## src/rtl/adder_share_sched.sv

```systemverilog
// Round-robin arbiter that time-shares one WIDTH-bit adder among NREQ requesters
// and holds the tagged result in a one-entry output register until the consumer accepts it.
module adder_share_sched #(
  parameter int NREQ  = 4,
  parameter int WIDTH = 8,
  parameter int IDW   = 2
) (
  input  logic                  clk,
  input  logic                  rst_n,
  input  logic [NREQ-1:0]       req_valid,
  input  logic [NREQ*WIDTH-1:0] req_a,
  input  logic [NREQ*WIDTH-1:0] req_b,
  output logic [NREQ-1:0]       req_ready,
  output logic                  rsp_valid,
  output logic [IDW-1:0]        rsp_id,
  output logic [WIDTH-1:0]      rsp_sum,
  output logic                  rsp_carry,
  input  logic                  rsp_ready,
  output logic [15:0]           grant_cnt
);

  localparam logic [IDW:0] NREQ_W = (IDW+1)'(NREQ);

  typedef enum logic {EMPTY, FULL} state_t;

  state_t           r_state;
  state_t           w_state_nxt;
  logic [IDW-1:0]   r_ptr;
  logic [IDW-1:0]   r_id;
  logic [WIDTH-1:0] r_sum;
  logic             r_carry;
  logic [15:0]      r_cnt;

  logic                w_slot_free;
  logic                w_xfer;
  logic                w_found;
  logic [2*NREQ-1:0]   w_dbl;
  logic [NREQ-1:0]     w_rot;
  logic [NREQ-1:0]     w_grant;
  logic [IDW:0]        w_off;
  logic [IDW:0]        w_idx;
  logic [IDW:0]        w_nxt;
  logic [IDW-1:0]      w_gid;
  logic [IDW-1:0]      w_ptr_nxt;
  logic [WIDTH-1:0]    w_a;
  logic [WIDTH-1:0]    w_b;
  logic [WIDTH:0]      w_add;

  assign w_slot_free = (r_state == EMPTY) || rsp_ready;

  // Rotate the request vector so the pointer position lands at bit 0; the
  // lowest set bit of the rotated vector is then the round-robin winner.
  assign w_dbl = {req_valid, req_valid} >> r_ptr;
  assign w_rot = w_dbl[NREQ-1:0];

  always_comb begin
    w_found = 1'b0;
    w_off   = '0;
    for (int k = 0; k < NREQ; k++) begin
      if (!w_found && w_rot[k]) begin
        w_found = 1'b1;
        w_off   = (IDW+1)'(k);
      end
    end
  end

  always_comb begin
    w_idx = {1'b0, r_ptr} + w_off;
    if (w_idx >= NREQ_W) w_idx = w_idx - NREQ_W;
  end

  assign w_gid     = w_idx[IDW-1:0];
  assign w_xfer    = rst_n && w_slot_free && w_found;
  assign w_grant   = w_xfer ? (NREQ'(1) << w_gid) : '0;
  assign req_ready = w_grant;

  always_comb begin
    w_a = '0;
    w_b = '0;
    for (int i = 0; i < NREQ; i++) begin
      if (w_gid == IDW'(i)) begin
        w_a = req_a[i*WIDTH +: WIDTH];
        w_b = req_b[i*WIDTH +: WIDTH];
      end
    end
  end

  assign w_add = {1'b0, w_a} + {1'b0, w_b};

  always_comb begin
    w_nxt = {1'b0, w_gid} + (IDW+1)'(1);
    if (w_nxt == NREQ_W) w_nxt = '0;
  end

  assign w_ptr_nxt = w_nxt[IDW-1:0];

  // Output register occupancy: a transfer always fills, a drain alone empties.
  always_comb begin
    w_state_nxt = r_state;
    if (w_xfer)         w_state_nxt = FULL;
    else if (rsp_ready) w_state_nxt = EMPTY;
  end

  always_ff @(posedge clk) begin
    if (!rst_n) r_state <= EMPTY;
    else        r_state <= w_state_nxt;
  end

  always_ff @(posedge clk) begin
    if (!rst_n) begin
      r_ptr   <= '0;
      r_id    <= '0;
      r_sum   <= '0;
      r_carry <= 1'b0;
      r_cnt   <= '0;
    end else if (w_xfer) begin
      r_ptr   <= w_ptr_nxt;
      r_id    <= w_gid;
      r_sum   <= w_add[WIDTH-1:0];
      r_carry <= w_add[WIDTH];
      r_cnt   <= r_cnt + 16'd1;
    end
  end

  assign rsp_valid = (r_state == FULL);
  assign rsp_id    = r_id;
  assign rsp_sum   = r_sum;
  assign rsp_carry = r_carry;
  assign grant_cnt = r_cnt;

endmodule
```

## config.mk

```make
export PLATFORM = sky130hd
export DESIGN_NAME = adder_share_sched
export DESIGN_NICKNAME = d
export VERILOG_FILES = /design/src/rtl/adder_share_sched.sv
export SDC_FILE = /design/constraint.sdc
export NUM_CORES = 1
export LEC_CHECK = 0
export CORE_MARGIN = 2
export CORE_UTILIZATION = 30
export CTS_BUF_LIST = sky130_fd_sc_hd__clkbuf_2
export DETAILED_ROUTE_END_ITERATION = 6
export SKIP_CTS_REPAIR_TIMING = 1
export SKIP_LAST_GASP = 1
export SLEW_MARGIN = 20
export SYNTH_ARGS = -nofsm -noshare
export SYNTH_HDL_FRONTEND = slang
export SYNTH_SLANG_ARGS = --single-unit
export TNS_END_PERCENT = 30
```

## constraint.sdc

```tcl
create_clock -name clk -period 7.33 [get_ports clk]
set_clock_uncertainty 0.1 [all_clocks]
set_input_delay 1.466 -clock clk [delete_from_list [all_inputs] [get_ports clk]]
set_output_delay 1.466 -clock clk [all_outputs]
set_load 0.01 [all_outputs]
```

==> parameters.txt <==
Parameter                              Value

Layout
  Final design area excluding fillers ... 3400 um^2
  Synth-to-layout area growth ... 48.9%
  Post-layout nets ... 484
  Fill cell instance count of the final layout ... 714
  N_diodes ... 0
  Leading cell type in the layout, fill and taps excluded ... clkdlybuf4s50_1
  Multi-input gate area in the final layout ... 1580 um^2
  Reg area ... 601 um^2
  Commonest cells after routing, fill and taps aside ... clkdlybuf4s50_1, nand2_1, dfxtp_1, o21ai_0, nor2_1
  Share of layout cells above drive strength 1 ... 0.0451

Setup path
  Reg-to-reg critical path endpoint ... rsp_sum[7]$_SDFFE_PN0P_
  Type of destination of the critical path ... flop
  WS Path Type ... in -> reg
  Crit-path slowest cell ... nor2b_1
  Cell breakdown of the critical path ... clkdlybuf4s50_1 -> nor2_1 -> or4_1 -> nand3_1 -> ha_1 -> xor2_1 -> xnor2_1 -> ha_1 -> nor2b_1 -> a22oi_1 -> nor2_1 -> a21oi_1 -> o21ai_0 -> ha_1 -> a211oi_1 -> o21ai_0 -> a31oi_1 -> xor2_1 -> o21ai_0
  Data arrival time of the worst path ... 6.60 ns
  Biggest fanout along the worst timing path ... 19
  CP startpoint kind ... primary input
  Required time worst endpoint ... 7.51 ns
  Worst R2R Setup Slack ... 2.18 ns
  Worst r2r src ... r_ptr[0]$_SDFFE_PN0P_
  Critical Path Max Stage Delay ... 0.90 ns
  Worst R2R Path Depth ... 17

Placement
  Post-place instance area ... 3360 um^2
  Half-perimeter wire length after placement ... 5040 um
  GPL Wtd Cong ... 0.864
  IO Port Bufs ... 102

Logic synthesis
  Seq/Total Area, Yosys ... 0.263
  Number of storage elements in the synthesis netlist ... 30
  Gate count of the mapped netlist ... 306
  Netlist cell types ... 45
  Post-Syn Nets ... 392
  Warning count from the yosys run ... 0
  Mean post-synth cell area ... 7.47 um^2
  Area of the mapped netlist ... 2290 um^2

Floorplanning
  Die Width ... 91.3 um
  Boundary pin count ... 103
  Initial Util ... 0.312
  # rows ... 31
  DIE HEIGHT ... 91.3 um
  Area of the die ... 8330 um^2
  Core outline area ... 7330 um^2

Timing
  Headroom to the max-slew limit ... 0.298
  Sum of negative setup slack ... 0 ns
  Setup violation total in the final timing report ... 0
  Final Cycle Share ... 0.876
  Unrepaired setup endpoints after global routing ... no
  Max frequency ... 156 MHz
  Number of slew-limit violations in the final report ... 0
  Hold violation count in the final report ... 0
  Actual slew at the worst max-slew pin ... 1.05 ns
  Final critical delay including setup and external delays ... 6.42 ns
  Worst hold slack ... 0.369 ns

Run
  Maximum Capacitance Violations ... 0

Global routing
  First-pass GRT wire length ... 10500 um
  Total global routing track utilization ... 0.153
  Antenna violations before repair ... 0
  Global route overflow ... 0
  Vias in the first global route ... 2327
  Largest net degree at the start of global routing ... 39

Hold path
  Hold path startpoint ... rsp_sum[0]$_SDFFE_PN0P_
  Min-Delay Path Class ... reg -> reg
  End of the worst hold path ... rsp_sum[0]$_SDFFE_PN0P_
  Hold-critical path depth ... 2

Clock network
  Total number of clock tree sinks ... 30
  Number of buffers on the longest clock path ... 2
  TritonCTS buffer count ... 5
  Clock-pin slew of the registers on the worst-case setup and hold paths ... 0.17 ns
  TritonCTS clock tree ... done
  Root buffer selected by CTS ... clkbuf_2
  Maximum level of the CTS H-tree ... 2
  Latest clock arrival within the worst-skew pair ... 0.37 ns

Route
  DR iter-0 viols ... 86
  Routed wire length ... 6560 um
  DRT antenna net count ... 0
  Routed vias ... 2410
  Post-detailed-route DRC marker count ... 0
  1st-pass router iterations ... 5
  WL per Instance ... 13.2 um
  Via-per-instance ratio ... 4.84

Outcome
  Result of the run ... completed

Power
  Power density over cell area ... 411 nW/um^2
  Leakage power summed over all cells ... 1.31 nW
  VDD IR max ... 0.000224 V
-- kinds of logic (layout without fill, tap and decap cells) --
kind of cell             after synthesis  count (layout)  synth area share
AO/OA/AOI/OAI                         88              88             0.235
AND/OR/NAND/NOR                      129             129             0.291
buffers and inverters                 23             116            0.0460
flip-flops                            30              30             0.263
XOR/XNOR                              21              21            0.0805
adder cells (fa/ha/maj)               15              15            0.0854
-- metal layers --
layer	global-route usage	vias to the layer above	part of all wire
met5	0	-	0
met4	0.0505	0	0.022
met3	0.0249	11	0.046
met2	0.273	67	0.49
met1	0.186	1070	0.44
li1	-	1262	-
-- final cells by class --
cell class / instances / area share
clock buffers: 5 / 0.00735
well taps: 99 / 0.0364
multi-input cells: 253 / 0.464
clock inverters: 3 / 0.00478
flip-flops and latches: 30 / 0.176
inverters: 2 / 0.00221
repair buffers: 106 / 0.309
-- power by group --
part           internal, mW  switching (mW)  total, mW
clock                0.0218          0.0629     0.0846
sequential            0.195          0.0230      0.218
combinational         0.489           0.609       1.10
-- sequential cells by signal, summed over array words and instances (netlist names) --
name,cells
grant_cnt,16
r_ptr,2
rsp_sum,8
rsp_id,2
rsp_valid,1
rsp_carry,1
-- worst max-delay path by stage --
stage | from | slack, ns | to
after floorplan | req_valid[2] | 1.75 | rsp_sum[6]$_SDFFE_PN0P_
after CTS | req_valid[1] | 1.0 | req_ready[1]
after global routing | req_valid[1] | 0.53 | rsp_sum[6]$_SDFFE_PN0P_
after global placement | req_valid[1] | 0.71 | rsp_sum[6]$_SDFFE_PN0P_
after detailed placement | req_valid[1] | 0.66 | rsp_sum[7]$_SDFFE_PN0P_
final | req_valid[1] | 0.91 | rsp_sum[7]$_SDFFE_PN0P_
-- synth_stat cells (all sizes together) --
cell type   n  share of area
or4         1         0.0033
o21bai      1         0.0033
o31ai       1         0.0033
xor2        9          0.034
nor3        3         0.0066
nand2b      2         0.0055
a211oi      3          0.012
a21boi      6          0.020
o221a       1         0.0049
fa          1         0.0088
a31oi       1         0.0027
or2         2         0.0055
a22oi      15          0.049
nand3      12          0.026
dfxtp      30           0.26
ha         14          0.077
and2       17          0.047
o31a        1         0.0038
o211ai      1         0.0033
nor2b       4          0.011
nor2       27          0.044
inv         2         0.0033
a21o        2         0.0066
o22ai       2         0.0055
o211a       1         0.0044
o21ai      29          0.063
a21oi      24          0.053
xnor2      12          0.046
nand4       4          0.011
clkbuf     16          0.027
and3        8          0.022
and4        1         0.0038
nand3b      2         0.0066
nand2      41          0.067
nor4        4          0.027
buf         5          0.016
or4b        1         0.0044
-- critical path, delay by kind of cell --
family	cells	cell delay (ns)
AND/OR/NAND/NOR	5	1.66
AO/OA/AOI/OAI	7	1.30
adder cells (fa/ha/maj)	3	0.88
buffers and inverters	1	0.67
XOR/XNOR	3	0.63
-- through the flow --
stage | power [mW] | utilization | cells | setup WS [ns]
global route | 1.57 | 0.464 | 498 | 0.531
finish | 1.40 | 0.464 | 498 | 0.910
detailed placement | 1.30 | 0.459 | 490 | 0.658
floorplan | 1.02 | - | 306 | 1.75
global placement | 1.30 | 0.459 | 490 | 0.710
CTS | 1.40 | 0.464 | 498 | 0.999
(Power assumes the default switching activity.)
==> variant 1: new RTL, same settings <==
Set the parameter `IDW` to 4 (it was 2).
--- a/src/rtl/adder_share_sched.sv
+++ b/src/rtl/adder_share_sched.sv
@@ -3,7 +3,7 @@
 module adder_share_sched #(
   parameter int NREQ  = 4,
   parameter int WIDTH = 8,
-  parameter int IDW   = 2
+  parameter int IDW   = 4
 ) (
   input  logic                  clk,
   input  logic                  rst_n,
Interface: changed (resized rsp_id); port bits go from 103 to 105. The function was not compared with the original's and may differ.
==> variant 1 against the original RTL <==
Design area increased by 20%. Global-route usage increased by 2.3 points. Worst setup slack lost 0.64 ns. Sequential cell count grew 4. Area after synthesis increased by 25%. Combinational power increased by 94%. Critical path type is now in -> out. Wire length rose by 37%. Power grew 79%.
==> variant 1: results (changes against the original RTL) <==
status:
  run_status: "finished, final reports clean"  # unchanged
critical_path:
  cpPeakStageDelay_ns: 0.63  # was 0.90 ns
  reg2regPathDepth: 19  # was 17
  r2r_start: "r_ptr[0]"  # unchanged
  crit_family: "buffers and inverters"  # was simple AND/OR/NAND/NOR gates
  critPathMaxFanout: 8  # was 19
  slowest_stage: "clkdlybuf4s50_1"  # was nor2b_1
  regToRegEndpoint: "rsp_carry"  # was rsp_sum[7]
  cp.arrival_ns: 5.49  # was 6.60 ns
yosys:
  yosysSeqAreaShare_pct: 23.8  # was 26.3%
  synth_area_leaders: "dfxtp_1 (24%), nor2b_1 (7.5%), ha_1 (7.0%), a21oi_1 (5.4%), a221oi_1 (5.2%)"  # was dfxtp_1 (26%), ha_1 (7.7%), nand2_1 (6.7%), o21ai_0 (6.3%), a21oi_1 (5.3%)
  syn_nets: 468  # was 392
  syn_inst: 379  # was 306
  synth_commonest_cells: "dfxtp_1 (34), nor2b_1 (34), a21oi_1 (31), nand2_1 (28), nor2_1 (27)"  # was nand2_1 (41), dfxtp_1 (30), o21ai_0 (29), nor2_1 (27), a21oi_1 (24)
  yosysUniqueCellTypes: 48  # was 45
placed_design:
  dpl-instance-area_sq_um: 4010  # was 3360 sq um
  dp_cells: 593  # was 490
  place_ws_ns: 0.160  # was 0.658 ns
  dp_hpwl_um: 6960  # was 5040 um
clock_tree:
  clk_latency_ns: 0.39  # was 0.37 ns
  clk_pin_slew_ns: 0.19  # was 0.17 ns
worst_hold_path:
  hold_start: "rsp_carry"  # was rsp_sum[0]
  hold_path_depth: 2  # unchanged
pwr:
  power_leakage_nw: 1.52  # was 1.31 nW
  peakVddDrop_mv: 0.341  # was 0.224 mV
  p_sw_share_pct: 52.0  # was 49.6%
route:
  drt-total-wl_um: 9000  # was 6560 um
  first_pass_iters: 4  # was 5
  vias: 3117  # was 2410
  dr.first_iter.drc_count: 91  # was 86
  viasPerCell: 5.19  # was 4.84
grt:
  grt_pass1_wl_um: 14700  # was 10500 um
  grt_max_degree: 34  # was 39
final_layout:
  drive_above_1_share_pct: 5.93  # was 4.51%
  fillers: 985  # was 714
  nets: 560  # was 484
timing:
  slew_headroom_pct: 51.1  # was 29.8%
  hold_slack_ns: 0.378  # was 0.369 ns
[variant 1: cell types whose count changed in the layout (fill, tap and decap cells not counted), moves of 9 or more]
cell,unedited run,this run
xnor2_1,12,3
inv_1,2,11
nor3_1,3,23
nand2_1,41,28
a22oi_1,15,1
nor2b_1,4,34
a221oi_1,0,16
and2_1,17,0
[variant 1: worst max path at each step]
stage                              end    startpoint  slack (ns)
after global placement    req_ready[2]  req_valid[2]        0.36
final                     req_ready[1]  req_valid[2]        0.27
after floorplan           req_ready[0]  req_valid[1]        1.16
after global routing      req_ready[1]  req_valid[2]       -0.01
after detailed placement  req_ready[1]  req_valid[2]        0.16
after CTS                 req_ready[1]  req_valid[2]        0.14
[variant 1: layout make-up]
type / instances / area, sq um / area share (%)
Multi-Input combinational cell: 302 / 2010 / 49.4
Timing Repair Buffer: 116 / 1130 / 27.8
Sequential cell: 34 / 681 / 16.7
Tap cell: 129 / 161 / 3.96
Inverter: 12 / 45.0 / 1.11
Clock buffer: 5 / 25.0 / 0.614
Clock inverter: 3 / 16.3 / 0.399
[variant 1: power groups by stage]
stage                     sequential [mW]  clock [mW]  combinational [mW]
final                               0.282      0.0916                2.13
after global routing                0.289       0.103                2.45
after CTS                           0.280      0.0939                2.15
after detailed placement            0.284           0                2.13
after global placement              0.283           0                2.11
after floorplan                     0.273           0                1.56
[variant 1: kinds of logic (layout without fill, tap and decap cells)]
| family | Yosys count | in the layout | synth area share (%) |
|---|---|---|---|
| AND/OR/NAND/NOR | 155 | 155 | 28.3 |
| buffers and inverters | 43 | 136 | 6.22 |
| flip-flops | 34 | 34 | 23.8 |
| XOR/XNOR | 7 | 7 | 2.15 |
| multiplexers | 10 | 10 | 4.12 |
| adder cells (fa/ha/maj) | 18 | 18 | 8.42 |
| AO/OA/AOI/OAI | 112 | 112 | 26.9 |
[variant 1: worst register-to-register path: stages, from the launching register on]
cell       delay (ns)
dfxtp_1          0.66
mux4_1           0.63
nor3_1           0.21
ha_1             0.19
inv_1            0.05
fa_1             0.41
xor2_2           0.26
inv_1            0.15
ha_1             0.37
nor2_1           0.08
a21oi_2          0.23
buf_4            0.26
nor2_1           0.08
ha_1             0.23
fa_1             0.43
a211oi_1         0.32
o21ai_0          0.17
a21o_1           0.17
a2111oi_0        0.40
a21oi_1          0.07
[variant 1: per-layer routing]
metal | vias to the layer above | global-route usage [%] | wire length (um)
met5 | - | 0 | 0
met2 | 59 | 31.7 | 4630
met4 | 0 | 3.53 | 63
li1 | 1586 | - | -
met1 | 1468 | 21.9 | 3940
met3 | 4 | 2.90 | 358
==> variant 2: new RTL, same flow settings <==
Made on the original files. Reset style: asynchronous (`rst_n`), changed in 2 clocked blocks.
--- a/src/rtl/adder_share_sched.sv
+++ b/src/rtl/adder_share_sched.sv
@@ -101,12 +101,12 @@
     else if (rsp_ready) w_state_nxt = EMPTY;
   end
 
-  always_ff @(posedge clk) begin
+  always_ff @(posedge clk or negedge rst_n) begin
     if (!rst_n) r_state <= EMPTY;
     else        r_state <= w_state_nxt;
   end
 
-  always_ff @(posedge clk) begin
+  always_ff @(posedge clk or negedge rst_n) begin
     if (!rst_n) begin
       r_ptr   <= '0;
       r_id    <= '0;
Formal check against the unedited RTL: differs if rst_n is asserted again (counterexample within 4 cycles, from zero or initial values and one cycle with rst_n low); with rst_n held inactive, the same outputs for 10 cycles.
==> variant 2 against the original RTL <==
Worst setup slack worse by 0.053 ns. Hold slack better by 0.011 ns. Non-clock buffer count stayed put. Sequential cell count did not move. Design area grew 2.5%. Power rose by 34%. Area after synthesis up 3.9%. Die area is 3.8% higher. Wire length down 0.35%. Global-route usage up 0.076 points. Largest power group unchanged.
==> variant 2: results (changes against the original RTL) <==
yosys:
  synth_area_leaders: "dfrtp_1 (32%), ha_1 (7.4%), nand2_1 (7.1%), o31ai_1 (5.7%), a221oi_1 (5.5%)"  # was dfxtp_1 (26%), ha_1 (7.7%), nand2_1 (6.7%), o21ai_0 (6.3%), a21oi_1 (5.3%)
  muxShareOfSynthArea_pct: 0.895  # was 0%
  yosysUniqueCellTypes: 51  # was 45
  syn_nets: 355  # was 392
  syn_inst: 269  # was 306
  yosysSeqAreaShare_pct: 31.6  # was 26.3%
  synth-async-reset-ratio_pct: 100  # was 0%
  synth_xor_area_share_pct: 6.64  # was 8.05%
  synth_adder_area_share_pct: 8.21  # was 8.54%
worst_hold_path:
  hold_start: "grant_cnt[15]"  # was rsp_sum[0]
  worstHoldEndpoint: "grant_cnt[15]"  # was rsp_sum[0]
  hold_path_depth: 1  # was 2
clock_tree:
  cts_root_buf: "clkbuf_2"  # unchanged
  cts_max_level: 2  # unchanged
route:
  first_pass_iters: 4  # was 5
  wl_met3_um: 591  # was 303 um
  vias: 2350  # was 2410
  drt-total-wl_um: 6540  # was 6560 um
  wl_met2_um: 2940  # was 3190 um
  dr.first_iter.drc_count: 47  # was 86
final_layout:
  fin_util_pct: 45.4  # was 46.4%
  final_cell_count_no_fill: 467  # was 498
  fillers: 786  # was 714
  nets: 450  # was 484
  drive_above_1_share_pct: 5.75  # was 4.51%
timing:
  hold_slack_ns: 0.380  # was 0.369 ns
  tightest_slew_ns: 1.02  # was 1.05 ns
pwr:
  power_leakage_nw: 1.40  # was 1.31 nW
  peakVddDrop_mv: 0.301  # was 0.224 mV
  power.share.sequential_pct: 14.9  # was 15.6%
  p_int_uw: 944  # was 705 uW
  p_clk_uw: 82.0  # was 84.6 uW
  p_sw_share_pct: 49.7  # was 49.6%
critical_path:
  r2r_start: "r_ptr[0]"  # unchanged
  rrSetupSlack_ns: 2.09  # was 2.18 ns
  cpPeakStageDelay_ns: 0.88  # was 0.90 ns
  regToRegEndpoint: "rsp_sum[7]"  # unchanged
  reg2regPathDepth: 16  # was 17
  cp.arrival_ns: 6.65  # was 6.60 ns
grt:
  grt_util_met2_pct: 25.1  # was 27.3%
  grt_util_all_layers_pct: 15.4  # was 15.3%
  grt_max_degree: 33  # was 39
  grt_util_met3_pct: 5.00  # was 2.49%
  grt_use_met1_pct: 19.9  # was 18.6%
  grt_pass1_wl_um: 10700  # was 10500 um
placed_design:
  dpl-instance-area_sq_um: 3450  # was 3360 sq um
  place_ws_ns: 0.446  # was 0.658 ns
  dp_cells: 459  # was 490
  gp_congestion: 0.793  # was 0.864
  dp_hpwl_um: 5150  # was 5040 um
status:
  run_status: "finished, final reports clean"  # unchanged
-- variant 2: cell count changes after synthesis, moves of 15 or more --
| cell | before | now |
|---|---|---|
| dfrtp_1 | 0 | 30 |
| a21oi_1 | 24 | 8 |
| nor2_1 | 27 | 5 |
| a221oi_1 | 0 | 15 |
| o31ai_1 | 1 | 18 |
| o21ai_0 | 29 | 10 |
| a22oi_1 | 15 | 0 |
| dfxtp_1 | 30 | 0 |
-- variant 2: worst max-delay path by stage --
stage                       to  slack, ns
finish              rsp_sum[7]       0.86
global route        rsp_sum[7]       0.43
CTS                 rsp_sum[7]       0.85
detailed placement  rsp_sum[7]       0.45
global placement    rsp_sum[7]       0.55
floorplan           rsp_sum[6]       1.87
-- variant 2: cell type report --
type	instances	area [sq um]	area share, %
clock buffer	5	25.0	0.717
clock inverter	3	16.3	0.466
inverter	5	18.8	0.538
multi-input combinational	216	1500	43.0
sequential	30	751	21.5
tap	102	128	3.66
timing repair buffer	106	1050	30.1
